### src/rtl/pp_accumulator.sv
// pp_accumulator
//   Takes the partial products of one signed multiplication, sums them into a
//   PP_SIZE-bit product one term per cycle, and adds the sign-extended product
//   to an ACC_SIZE-bit accumulator. A term flagged "last" ends the dot product.
//   The result and a sticky signed-overflow flag are then presented until the
//   downstream side accepts them.
//
// Ports
//   clk_i        clock, rising edge
//   rst_ni       asynchronous active-low reset
//   pp_valid_i   partial-product set valid
//   pp_ready_o   set can be accepted (IDLE only)
//   pp_i         PP_PER_MUL partial products of one multiplication
//   pp_last_i    set is the final term of the dot product
//   out_valid_o  result valid
//   out_ready_i  downstream accepts the result
//   out_o        accumulated signed result (0 while out_valid_o is low)
//   ovf_o        signed overflow seen in this group (0 while out_valid_o is low)
//   busy_o       not idle
module pp_accumulator #(
  parameter int IN_MUL_SIZE = 9,
  parameter int PP_PER_MUL  = (IN_MUL_SIZE + 2) / 3,
  parameter int PP_SIZE     = IN_MUL_SIZE * 2,
  parameter int ACC_SIZE    = 32
) (
  input  logic                clk_i,
  input  logic                rst_ni,
  input  logic                pp_valid_i,
  output logic                pp_ready_o,
  input  logic [PP_SIZE-1:0]  pp_i [0:PP_PER_MUL-1],
  input  logic                pp_last_i,
  output logic                out_valid_o,
  input  logic                out_ready_i,
  output logic [ACC_SIZE-1:0] out_o,
  output logic                ovf_o,
  output logic                busy_o
);

  localparam int IDX_W = (PP_PER_MUL > 1) ? $clog2(PP_PER_MUL) : 1;
  localparam logic [IDX_W-1:0] IDX_LAST = IDX_W'(PP_PER_MUL - 1);

  typedef enum logic [1:0] {
    IDLE,
    REDUCE,
    ACCUM,
    OUTPUT
  } state_t;

  state_t              state_q, state_d;
  logic [PP_SIZE-1:0]  pp_q [0:PP_PER_MUL-1];
  logic                last_q;
  logic [PP_SIZE-1:0]  prod_q;
  logic [IDX_W-1:0]    idx_q;
  logic [ACC_SIZE-1:0] acc_q;
  logic                ovf_q;
  logic                ready_en_q;

  logic [ACC_SIZE-1:0] prod_ext;
  logic [ACC_SIZE-1:0] acc_sum;
  logic                ovf_step;
  logic                take_in;

  // Size cast of a signed operand sign-extends; also valid when ACC_SIZE == PP_SIZE.
  assign prod_ext = ACC_SIZE'($signed(prod_q));
  assign acc_sum  = acc_q + prod_ext;
  assign ovf_step = (acc_q[ACC_SIZE-1] == prod_ext[ACC_SIZE-1]) &&
                    (acc_sum[ACC_SIZE-1] != acc_q[ACC_SIZE-1]);

  // ready_en_q holds pp_ready_o low until the first edge after reset release.
  assign pp_ready_o  = (state_q == IDLE) && ready_en_q;
  assign take_in     = pp_valid_i && pp_ready_o;
  assign out_valid_o = (state_q == OUTPUT);
  assign out_o       = out_valid_o ? acc_q : '0;
  assign ovf_o       = out_valid_o && ovf_q;
  assign busy_o      = (state_q != IDLE);

  always_comb begin
    state_d = state_q;
    unique case (state_q)
      IDLE:    if (take_in) state_d = REDUCE;
      REDUCE:  if (idx_q == IDX_LAST) state_d = ACCUM;
      ACCUM:   state_d = last_q ? OUTPUT : IDLE;
      OUTPUT:  if (out_ready_i) state_d = IDLE;
      default: state_d = IDLE;
    endcase
  end

  always_ff @(posedge clk_i or negedge rst_ni) begin
    if (!rst_ni) begin
      state_q    <= IDLE;
      ready_en_q <= 1'b0;
      last_q     <= 1'b0;
      prod_q     <= '0;
      idx_q      <= '0;
      acc_q      <= '0;
      ovf_q      <= 1'b0;
      for (int unsigned i = 0; i < PP_PER_MUL; i++) pp_q[i] <= '0;
    end else begin
      state_q    <= state_d;
      ready_en_q <= 1'b1;
      unique case (state_q)
        IDLE: begin
          if (take_in) begin
            pp_q   <= pp_i;
            last_q <= pp_last_i;
            prod_q <= '0;
            idx_q  <= '0;
          end
        end
        REDUCE: begin
          prod_q <= prod_q + pp_q[idx_q];
          idx_q  <= (idx_q == IDX_LAST) ? '0 : idx_q + IDX_W'(1);
        end
        ACCUM: begin
          acc_q <= acc_sum;
          if (ovf_step) ovf_q <= 1'b1;
        end
        OUTPUT: begin
          if (out_ready_i) begin
            acc_q <= '0;
            ovf_q <= 1'b0;
          end
        end
        default: ;
      endcase
    end
  end

endmodule

### config.mk
export PLATFORM = sky130hd
export DESIGN_NAME = pp_accumulator
export DESIGN_NICKNAME = d
export VERILOG_FILES = /design/src/rtl/pp_accumulator.sv
export SDC_FILE = /design/constraint.sdc
export NUM_CORES = 1
export LEC_CHECK = 0
export BUFFER_PORTS_ARGS = -buffer_cell sky130_fd_sc_hd__buf_4
export CORE_UTILIZATION = 55
export DETAILED_ROUTE_END_ITERATION = 10
export PLACE_DENSITY = 0.84
export SLEW_MARGIN = 20
export SYNTH_ARGS = -nofsm -noshare
export SYNTH_HDL_FRONTEND = slang
export SYNTH_SLANG_ARGS = --single-unit
### constraint.sdc
create_clock -name clk_i -period 6.6 [get_ports clk_i]
set_input_delay 0.66 -clock clk_i [delete_from_list [all_inputs] [get_ports clk_i]]
set_output_delay 0.66 -clock clk_i [all_outputs]
set_load 0.01 [all_outputs]
* Word-level counts from Yosys, hierarchy flattened
Index checks and enable logic that the tools add are counted.
** Storage, ports and cells
- Logic and storage cells :: 57
- Memories :: 0
- Output and inout bits :: 36
- Bits in latches :: 0
- Input port bits :: 59
- Bits in writable memories :: 0
- Memory bits (read-only) :: 0
- Register bits after elaboration :: 111
** Operators by class
- Bitwise operators :: 1
- Div/mod/pow operators :: 0
- Multiplexer cells :: 19
- Multiply operators :: 0
- $lt $le $gt $ge :: 1
- Eq/ne operators :: 10
- Shift operators :: 0
- Add/sub/neg operators :: 3
- Reductions and logical operators :: 13
** Operators by type and width (number)
- 32-bit two-way mux :: 2
- 32-bit case mux with 2 select lines :: 1
- 18-bit two-way mux :: 3
- 18-bit binary-select mux with 2-bit select :: 1
- 18-bit case mux with 2 select lines :: 1
- 32-bit adder :: 1
- 18-bit adder :: 1
- 2-bit two-way mux :: 6
- 2-bit case mux with 4 select lines :: 1
- 2-bit equality test (second input constant) :: 3
- 2-bit != test (second input constant) :: 3
- 2-bit AND reduction :: 3
- 3-bit AND reduction :: 2
- 2-bit nonzero test :: 3
- 1-bit logical AND :: 4
- 2-bit case mux with 2 select lines :: 1
- 3-bit greater-or-equal comparator (second input constant) :: 1
- 2-bit inverter with 3-bit output :: 1
- 2-bit by 1-bit adder with 2-bit output (second input constant) :: 1
- 2-bit by 1-bit equality test with 1-bit output (second input constant) :: 1
- 2-bit zero test :: 1
- 1-bit two-way mux :: 2
- 2-bit by 1-bit != test with 1-bit output (second input constant) :: 1
- 1-bit case mux with 2 select lines :: 1
- 2 further kinds :: 2

* Longest topological paths before layout
Gate-level depths: netlist of run 1.
- Word-level depth :: 6
- Depth in mapped cells :: 17
- Depth with buffers taken out :: 16

* Worst setup path before layout of run 1
OpenSTA, ideal clock, no wires.
- Path kind :: flip-flop to flip-flop
- From :: register idx_q[1]
- To :: register prod_q[17]
- Cell stages (with the launch flop) :: 17
- Library setup time :: 0.138 ns
- Arrival time :: 3.434 ns
- Clock period less this slack :: 3.572 ns
- Data required time :: 6.462 ns
- Setup slack :: 3.028 ns
- Path buffers :: 2
- Path through :: dfrtp_1 -> clkbuf_1 -> buf_1 -> mux2i_1 -> nor2_1 -> a21oi_1 -> inv_1 -> ha_1 -> a21o_1 -> a21oi_1 -> o211ai_1 -> a221oi_2 -> o21ai_1 -> a41oi_2 -> nor2_1 -> a2111oi_0 -> a31oi_1
** On the way
- Cells in the longest elaborated chain, start to end :: 6
** RTL lines
- start: declaration :: line 53 : logic [IDX_W-1:0] idx_q;
- start signal: assignment :: line 112 : idx_q <= (idx_q == IDX_LAST) ? '0 : idx_q + IDX_W'(1);
- 2-bit inverter with 3-bit output (implied by the code) :: line 111 : prod_q <= prod_q + pp_q[idx_q];
- 18-bit binary-select mux with 2-bit select :: line 111
- 18-bit two-way mux (implied by the code) (2 in a row) :: line 111
- 18-bit adder :: line 111
- 18-bit case mux with 2 select lines :: line 101 : unique case (state_q)
- end signal: assignment :: line 111
- end: declaration :: line 52 : logic [PP_SIZE-1:0] prod_q;
Every way passes these cells. The select of a mux whose other input is x is not followed.
A chain may end at the register's enable or synchronous reset.

* Worst setup path after layout of run 1
- From :: register idx_q[0]
- To :: register prod_q[17]
Same word-level chain as after synthesis.

==> results.sh, run 1 <==
export IMPL_yosysTopAreaCellShare_pct=38.6
export IMPL_required_ns=6.83
export IMPL_clock_sinks=111
export IMPL_antenna_found_initial=0
export IMPL_endpoint_kind="flip-flop"
export IMPL_worst_slack_ns=2.47
export IMPL_synth_adder_area_share_pct=8.89
export IMPL_core_sq_um=12700
export IMPL_via_per_inst=5.60
export IMPL_start_util_pct=56.8
export IMPL_die_area_sq_um=13600
export IMPL_synthMuxAreaShare_pct=2.64
export IMPL_cts_root_buf="clkbuf_16"
export IMPL_max_stage_delay_ns=0.65
export IMPL_timing_rr_start="idx_q[0]$_DFFE_PN0P_"
export IMPL_leakagePower_uw=0.00431
export IMPL_path_cells="inv_1 > nor2_2 > a21oi_1 > inv_1 > ha_1 > a21o_1 > a21oi_1 > o211ai_1 > a221oi_2 > o21ai_1 > a41oi_2 > nor2_1 > a2111oi_0 > a31oi_1"
export IMPL_worst_ir_drop_vdd_mv=0.202
export IMPL_areaGrowthSynthToFinish_pct=16.0
export IMPL_synthXorXnorAreaFrac_pct=4.50
export IMPL_drc=0
export IMPL_cpMaxStageDelayCell="dfrtp_1"
export IMPL_numPortBuffers=94
export IMPL_path_buf_inv=2
export IMPL_wl_per_cell_um=14.5
export IMPL_diodes=0
export IMPL_yosysMostFrequentCell="nand2_1"
export IMPL_clk_latency_ns=0.36
export IMPL_critPathKind="reg2reg"
export IMPL_tns_ns=0
export IMPL_cts_buffers_inserted=9
export IMPL_synth_warnings=0
export IMPL_cts_resized=0
export IMPL_syn_area_sq_um=7200
export IMPL_synth_nets=968
export IMPL_layout_drive_gt1_share_pct=15.0
export IMPL_synth_simple_gate_area_share_pct=23.3
export IMPL_place_gp_congestion=0.885
export IMPL_fin_crit_sh_pct=62.6
export IMPL_ys_seq_area_share_pct=38.6
export IMPL_synth_top_cell_by_area="dfrtp_1"
export IMPL_fp_row_count=41
export IMPL_ioPinCount=95
export IMPL_synthTopCellsByCount="nand2_1, dfrtp_1, o21ai_0"
export IMPL_h_tree_depth=3
export IMPL_finalClockSkew_ns=0.00693
export IMPL_track_usage_pct=25.4
export IMPL_synth_distinct_cells=65
export IMPL_grt_pass1_vias=5571
export IMPL_cp_start_kind="flip-flop"
export IMPL_rsz0062_at_grt="false"
export IMPL_hold_class="in2async"
export IMPL_setup_viol=0
export IMPL_max_slew_margin_pct=33.6
export IMPL_dp_hpwl_um=11600
export IMPL_synth_edf_count=0
export IMPL_outcome="completed"
export IMPL_synth_compound_area_share_pct=18.8
export IMPL_async_flop_share_pct=100
export IMPL_startpoint="idx_q[0]$_DFFE_PN0P_"
export IMPL_clockBufferDepth=2
export IMPL_postSynthAreaPerCell_sq_um=8.39
export IMPL_cts_tree="yes"
export IMPL_fp_dieH_um=116
export IMPL_dr_total_vias=6184
export IMPL_synth_area_leaders="dfrtp_1, nand2_1, ha_1"
export IMPL_synth_main_ff_cell="dfrtp_1"
export IMPL_grt_overflow_total=0
export IMPL_cts_hold_buf=0
export IMPL_synth_top_family_by_area="simple AND/OR/NAND/NOR gates"
export IMPL_path_delay_family="compound AO/OA/AOI/OAI gates"
export IMPL_post_place_ws_ns=2.16
export IMPL_drtAntennaViolNets=0
export IMPL_routed_wl_um=16000
export IMPL_period_needed_ns=4.13
export IMPL_final_hold_violation_count=0
export IMPL_holdWs_ns=0.205
export IMPL_instances_no_fill=1105
export IMPL_tightestPinTransition_ns=0.993
export IMPL_fmax_mhz=242
export IMPL_drtIter0Drc=383
export IMPL_crit_arrival_ns=4.36
export IMPL_clkSlewWorstSetupHoldPaths_ns=0.07
export IMPL_post_cts_buffers=0
export IMPL_grt_pass1_wl_um=27000
export IMPL_grt_max_degree=87
export IMPL_power_density_nw_per_um2=537
export IMPL_placed_cells=1089
export IMPL_dr_pass1_iters=5
export IMPL_ys_ff_latch=111
export IMPL_final_nets=1037
export IMPL_synthCells=859
export IMPL_critPathMaxFanout=21
export IMPL_die_w_um=116
export IMPL_maxSlewViolCount=0
export IMPL_max_cap_violations=0
-- through the flow --
stage          power, uW  utilization [%]  instance area (sq um)
3_5_place_dp        3860             63.3                   8030
5_1_grt             4900             65.9                   8350
6_report            4490             65.9                   8350
3_3_place_gp        3760             63.3                   8030
2_1_floorplan       3290                -                   7200
4_1_cts             4480             65.9                   8350
-- layer usage --
| metal | up-vias | wire, um | GRT usage (%) |
|---|---|---|---|
| met3 | 16 | 673 | 3.27 |
| met2 | 178 | 7060 | 38.6 |
| met1 | 2856 | 7950 | 37.3 |
| met5 | - | 0 | 0 |
| li1 | 3134 | - | - |
| met4 | 0 | 298 | 8.63 |
-- placed cells by master (no fill, tap or decap), types with 4 or more instances in the layout --
| cell type | instances |
|---|---|
| mux2i_1 | 19 |
| inv_1 | 20 |
| nor2b_1 | 4 |
| a31oi_1 | 5 |
| and3_1 | 39 |
| a22o_1 | 5 |
| ha_1 | 48 |
| a21oi_1 | 40 |
| o21ai_0 | 72 |
| nand2_1 | 242 |
| nor4b_1 | 4 |
| nor2_1 | 20 |
| clkbuf_16 | 9 |
| nand3_1 | 23 |
| a21o_1 | 22 |
| o211ai_1 | 5 |
| xnor2_1 | 19 |
| nand2b_1 | 4 |
| or3_1 | 4 |
| o21bai_1 | 8 |
| xor2_1 | 18 |
| o21a_1 | 5 |
| nor3_1 | 10 |
| dfrtp_1 | 111 |
| buf_4 | 101 |
-- power by group --
part | internal, uW | switching (uW) | total (uW)
clock | 336 | 257 | 592
combinational | 1120 | 1520 | 2630
sequential | 994 | 271 | 1270
-- final cells by class --
cell class	instances	area (sq um)
Inverter	20	75.1
Timing Repair Buffer	102	769
Tap cell	172	215
Multi-Input combinational cell	684	4200
Fill cell	1074	4320
Clock inverter	6	92.6
Clock buffer	10	229
Sequential cell	111	2780
-- path summary, 6_finish.rpt --
check                                    endpoint  slack (ns)  cells after the start
max in group asynchronous    idx_q[1]$_DFFE_PN0P_        5.35                      2
min in group clk_i           pp_q[51]$_DFFE_PN0P_        0.48                      2
min                          acc_q[1]$_DFFE_PN0P_        0.20                      1
max reg2reg                prod_q[17]$_DFFE_PN0P_        2.47                     14
min reg2reg                  pp_q[51]$_DFFE_PN0P_        0.48                      2
max                        prod_q[17]$_DFFE_PN0P_        2.47                     14
-- sequential cells by signal, indices dropped and copies added, names as in the netlist --
| register | flops |
|---|---|
| pp_q | 54 |
| prod_q | 18 |
| last_q | 1 |
| ready_en_q | 1 |
| acc_q | 32 |
| state_q | 2 |
| idx_q | 2 |
| ovf_q | 1 |
-- cells by family after synthesis --
| logic type | count (synthesis) |
|---|---|
| adder cells (fa/ha/maj) | 50 |
| multiplexers | 19 |
| other | 1 |
| AND/OR/NAND/NOR | 372 |
| flip-flops | 111 |
| buffers and inverters | 64 |
| XOR/XNOR | 37 |
| AO/OA/AOI/OAI | 205 |
Power figures use the tool's default switching activity.
==> run 2, diff against run 1 <==
==> constraint.sdc (replaced) <==
create_clock -name clk_i -period 4 [get_ports clk_i]
set_input_delay 0.4 -clock clk_i [delete_from_list [all_inputs] [get_ports clk_i]]
set_output_delay 0.4 -clock clk_i [all_outputs]
set_load 0.01 [all_outputs]
==> results.sh, run 2 (synthesis gave the netlist of run 1 again) <==
export IMPL_final_hold_violation_count=0
export IMPL_h_tree_depth=3
export IMPL_p_seq_share_pct=28.2
export IMPL_placement_cell_area_sq_um=8060
export IMPL_fillers=1062
export IMPL_largest_reg_flops=54
export IMPL_dp_hpwl_um=12200
export IMPL_final_area_sq_um=8370
export IMPL_finalClockSkew_ns=0.00677
export IMPL_cts_hold_buf=0
export IMPL_crit_arrival_ns=3.70
export IMPL_track_usage_pct=26.4
export IMPL_reg_top3="pp_q: 54 flops, acc_q: 32 flops, prod_q: 18 flops"
export IMPL_clock_sinks=111
export IMPL_clkSlewWorstSetupHoldPaths_ns=0.07
export IMPL_p_sw_uw=3430
export IMPL_die_area_sq_um=13600
export IMPL_rr_worst_depth=14
export IMPL_post_cts_buffers=0
export IMPL_outcome="completed"
export IMPL_pwr_share_comb_pct=59.3
export IMPL_grt_pass1_wl_um=27900
export IMPL_clockBufferDepth=2
export IMPL_critPathMaxFanout=5
export IMPL_setup_viol=0
export IMPL_final_cell_mix="nand2_1, dfrtp_1, buf_4"
export IMPL_max_cap_violations=0
export IMPL_antenna_found_initial=0
export IMPL_regMostFlops="pp_q"
export IMPL_cts_tree="yes"
export IMPL_leakagePower_uw=0.00433
export IMPL_wl_per_cell_um=15.0
export IMPL_maxSlewViolCount=0
export IMPL_grt_max_degree=59
export IMPL_areaGrowthSynthToFinish_pct=16.2
export IMPL_endpoint_kind="flip-flop"
export IMPL_fp_row_count=41
export IMPL_p_int_uw=4000
export IMPL_switching_share_pct=46.2
export IMPL_cts_root_buf="clkbuf_16"
export IMPL_fp_dieH_um=116
export IMPL_post_place_ws_ns=0.600
export IMPL_routed_wl_um=16700
export IMPL_finalPower_uw=7420
export IMPL_layout_drive_gt1_share_pct=15.5
export IMPL_fin_crit_sh_pct=86.7
export IMPL_drc=0
export IMPL_p_clk_share_pct=12.5
export IMPL_period_needed_ns=3.47
export IMPL_critPathKind="reg2reg"
export IMPL_via_per_inst=5.67
export IMPL_dr_pass1_iters=6
export IMPL_rsz0062_at_grt="false"
export IMPL_grt_pass1_vias=5810
export IMPL_final_nets=1042
export IMPL_required_ns=4.24
export IMPL_tns_ns=0
export IMPL_worst_ir_drop_vdd_mv=0.384
export IMPL_die_w_um=116
export IMPL_ioPinCount=95
export IMPL_fmax_mhz=288
export IMPL_grt_overflow_total=0
export IMPL_cts_resized=0
export IMPL_clk_latency_ns=0.36
export IMPL_power_density_nw_per_um2=887
export IMPL_core_sq_um=12700
export IMPL_diodes=0
export IMPL_start_util_pct=56.8
export IMPL_tightestPinTransition_ns=1.04
export IMPL_dr_total_vias=6289
export IMPL_r2r_end="prod_q[17]$_DFFE_PN0P_"
export IMPL_layout_commonest_cell="nand2_1"
export IMPL_cts_buffers_inserted=9
export IMPL_worst_slack_ns=0.533
export IMPL_drtIter0Drc=375
export IMPL_r2r_setup_slack_ns=0.53
export IMPL_timing_rr_start="idx_q[1]$_DFFE_PN0P_"
export IMPL_cp_start_kind="flip-flop"
export IMPL_numPortBuffers=94
export IMPL_max_slew_margin_pct=30.4
export IMPL_drtAntennaViolNets=0
export IMPL_place_gp_congestion=0.874
export IMPL_hold_class="in2async"
run 2: power by group through the flow:
stage / logic [uW] / clock network [uW] / registers (uW)
after floorplan: 3500 / 0 / 1930
after global placement: 4190 / 0 / 2080
after detailed placement: 4330 / 0 / 2100
after CTS: 4380 / 943 / 2080
after global routing: 4960 / 992 / 2150
final: 4400 / 925 / 2100
run 2: layout make-up:
type	instances	area, sq um	area share [%]
tap	172	215	2.57
timing repair buffer	107	803	9.60
clock buffer	9	225	2.69
sequential	111	2780	33.2
clock inverter	7	80.1	0.957
multi-input combinational	684	4190	50.1
inverter	20	75.1	0.897
run 2: metal layers:
metal | part of all wire, % | wire, um | track usage (%) | vias up
met5 | 0 | 0 | 0 | -
met4 | 1.9 | 323 | 9.74 | 0
li1 | - | - | - | 3141
met2 | 45 | 7530 | 41.5 | 188
met3 | 4.4 | 725 | 3.63 | 23
met1 | 49 | 8080 | 37.3 | 2937
run 2: worst max-delay path: stages, from the launching register on:
cell and delay (ns):
dfrtp_1 0.42, mux2i_1 0.23, nor2_1 0.05, a21oi_1 0.27, inv_1 0.08, ha_1 0.27, a21o_1 0.17, a21oi_1 0.25
o211ai_1 0.16, a221oi_2 0.36, o21ai_1 0.21, a41oi_2 0.32, nor2_1 0.08, a2111oi_0 0.38, a31oi_1 0.07
run 2: worst max path at each step:
stage | from | depth (start not counted) | slack, ns | endpoint
global placement | idx_q[1]$_DFFE_PN0P_ | 14 | 0.74 | prod_q[17]$_DFFE_PN0P_
detailed placement | idx_q[1]$_DFFE_PN0P_ | 14 | 0.60 | prod_q[17]$_DFFE_PN0P_
finish | idx_q[1]$_DFFE_PN0P_ | 14 | 0.53 | prod_q[17]$_DFFE_PN0P_
floorplan | idx_q[1]$_DFFE_PN0P_ | 16 | 0.43 | prod_q[17]$_DFFE_PN0P_
global route | idx_q[1]$_DFFE_PN0P_ | 14 | 0.33 | prod_q[17]$_DFFE_PN0P_
CTS | idx_q[1]$_DFFE_PN0P_ | 14 | 0.55 | prod_q[17]$_DFFE_PN0P_
run 2: per-stage QoR:
step	std cells	util (%)	hold slack [ns]
floorplan	859	-	0.104
global placement	1094	63.6	0.460
detailed placement	1094	63.6	0.464
CTS	1110	66.1	0.129
global route	1110	66.1	0.162
finish	1110	66.1	0.104
==> run 3, diff against run 2 <==
--- a/config.mk
+++ b/config.mk
@@ -8,6 +8,7 @@
 export BUFFER_PORTS_ARGS = -buffer_cell sky130_fd_sc_hd__buf_4
 export CORE_UTILIZATION = 55
 export DETAILED_ROUTE_END_ITERATION = 10
+export GPL_TIMING_DRIVEN = 0
 export PLACE_DENSITY = 0.84
 export SLEW_MARGIN = 20
 export SYNTH_ARGS = -nofsm -noshare
==> results.sh, run 3 (synthesis gave the netlist of run 1 again) <==
export IMPL_die_area_sq_um=13600
export IMPL_clkSlewWorstSetupHoldPaths_ns=0.08
export IMPL_start_util_pct=56.8
export IMPL_finalClockSkew_ns=0.0107
export IMPL_grt_pass1_wl_um=28500
export IMPL_critPathKind="reg2reg"
export IMPL_track_usage_pct=27.2
export IMPL_cts_buffers_inserted=9
export IMPL_antenna_found_initial=0
export IMPL_fp_dieH_um=116
export IMPL_drtIter0Drc=599
export IMPL_power_density_nw_per_um2=884
export IMPL_cts_tree="yes"
export IMPL_final_nets=1074
export IMPL_outcome="completed"
export IMPL_layout_area_seq_sq_um=2780
export IMPL_wl_per_cell_um=15.2
export IMPL_layout_drive_gt1_share_pct=13.6
export IMPL_dr_pass1_iters=5
export IMPL_final_hold_violation_count=0
export IMPL_layout_commonest_cell="nand2_1"
export IMPL_worst_slack_ns=0.296
export IMPL_h_tree_depth=3
export IMPL_rr_worst_depth=17
export IMPL_grt_pass1_vias=5848
export IMPL_final_util_pct=66.7
export IMPL_timing_rr_start="idx_q[1]$_DFFE_PN0P_"
export IMPL_largest_reg_flops=54
export IMPL_reg_top3="pp_q: 54 flops, acc_q: 32 flops, prod_q: 18 flops"
export IMPL_placement_cell_area_sq_um=8130
export IMPL_clock_sinks=111
export IMPL_hold_class="in2async"
export IMPL_core_sq_um=12700
export IMPL_final_cell_mix="nand2_1, dfrtp_1, buf_4"
export IMPL_regMostFlops="pp_q"
export IMPL_startpoint="idx_q[1]$_DFFE_PN0P_"
export IMPL_placed_cells=1125
export IMPL_worst_ir_drop_vdd_mv=0.380
export IMPL_dp_hpwl_um=12800
export IMPL_multi_input_area_sq_um=4190
export IMPL_max_slew_margin_pct=33.8
export IMPL_post_place_ws_ns=-0.217
export IMPL_maxSlewViolCount=0
export IMPL_fin_crit_sh_pct=92.6
export IMPL_clockBufferDepth=2
export IMPL_tightestPinTransition_ns=0.993
export IMPL_clk_latency_ns=0.37
export IMPL_cts_hold_buf=0
export IMPL_diodes=0
export IMPL_cts_root_buf="clkbuf_16"
export IMPL_endpoint_kind="flip-flop"
export IMPL_fillers=1058
export IMPL_cp_start_kind="flip-flop"
export IMPL_fmax_mhz=270
export IMPL_rsz0062_at_grt="false"
export IMPL_numPortBuffers=94
export IMPL_max_cap_violations=0
export IMPL_die_w_um=116
export IMPL_grt_max_degree=112
export IMPL_ioPinCount=95
export IMPL_required_ns=4.31
export IMPL_instances_no_fill=1142
export IMPL_drtAntennaViolNets=0
export IMPL_leakagePower_uw=0.00434
export IMPL_via_per_inst=5.61
export IMPL_grt_overflow_total=0
export IMPL_period_needed_ns=3.70
export IMPL_setup_viol=0
export IMPL_routed_wl_um=17300
export IMPL_critPathMaxFanout=10
export IMPL_fp_row_count=41
export IMPL_dr_total_vias=6403
export IMPL_final_area_sq_um=8450
export IMPL_crit_arrival_ns=4.01
export IMPL_areaGrowthSynthToFinish_pct=17.3
export IMPL_drc=0
export IMPL_place_gp_congestion=0.897
export IMPL_tns_ns=0
run 3: cell count changes in the layout (fill, tap and decap cells not counted), sizes merged:
| cell | delta |
|---|---|
| buf | -8 |
| bufinv | -1 |
| clkbuf | +40 |
| clkinv | -1 |
| clkinvlp | -1 |
| inv | +3 |
run 3: per-layer routing:
layer / track usage (%) / wire (um)
met1: 38.2 / 8300
met2: 44.0 / 7960
met3: 3.48 / 760
met4: 8.46 / 308
met5: 0 / 0
run 3: layout make-up:
class	count	area share, %
multi-input combinational	684	49.6
timing repair buffer	95	8.49
buffer	44	2.00
tap	172	2.55
clock inverter	7	0.948
sequential	111	32.9
inverter	20	0.889
clock buffer	9	2.67
run 3: report_power, final:
part	switching, uW	total (uW)	internal, uW
Sequential	411	2050	1640
Combinational	2630	4490	1860
Clock	472	923	451
Total	3510	7470	3950
run 3: stage by stage:
step / hold slack (ns) / power (uW)
CTS: 0.209 / 7410
global placement: 0.457 / 6270
detailed placement: 0.463 / 6450
finish: 0.179 / 7470
floorplan: 0.104 / 5420
global route: 0.221 / 8130
run 3: repair_timing:
item | 4_1_cts | 5_1_grt
gates resized for setup | 1 | 3
buffers inserted | 0 | 1
setup endpoints to repair | 1 | 2
pin swaps | 0 | 1
hold endpoints to repair | 0 | 0
run 3: critical path, stage by stage, from the launching register on:
cell	delay, ns
dfrtp_1	0.37
clkbuf_1	0.14
nor2_1	0.15
clkbuf_1	0.46
nand2_1	0.10
o21ai_0	0.14
ha_1	0.24
inv_1	0.06
fa_1	0.40
inv_1	0.08
a21oi_1	0.06
o21ai_0	0.29
a21o_1	0.19
a31o_2	0.17
a211oi_1	0.10
o31a_1	0.34
nor4b_1	0.23
nand3b_1	0.14
run 3: final timing paths:
kind / endpoint / slack (ns)
max: prod_q[16]$_DFFE_PN0P_ / 0.30
min: acc_q[5]$_DFFE_PN0P_ / 0.18
max in group asynchronous: pp_q[53]$_DFFE_PN0P_ / 3.17
min in group clk_i: pp_q[38]$_DFFE_PN0P_ / 0.21
max reg2reg: prod_q[16]$_DFFE_PN0P_ / 0.30
min reg2reg: pp_q[18]$_DFFE_PN0P_ / 0.48
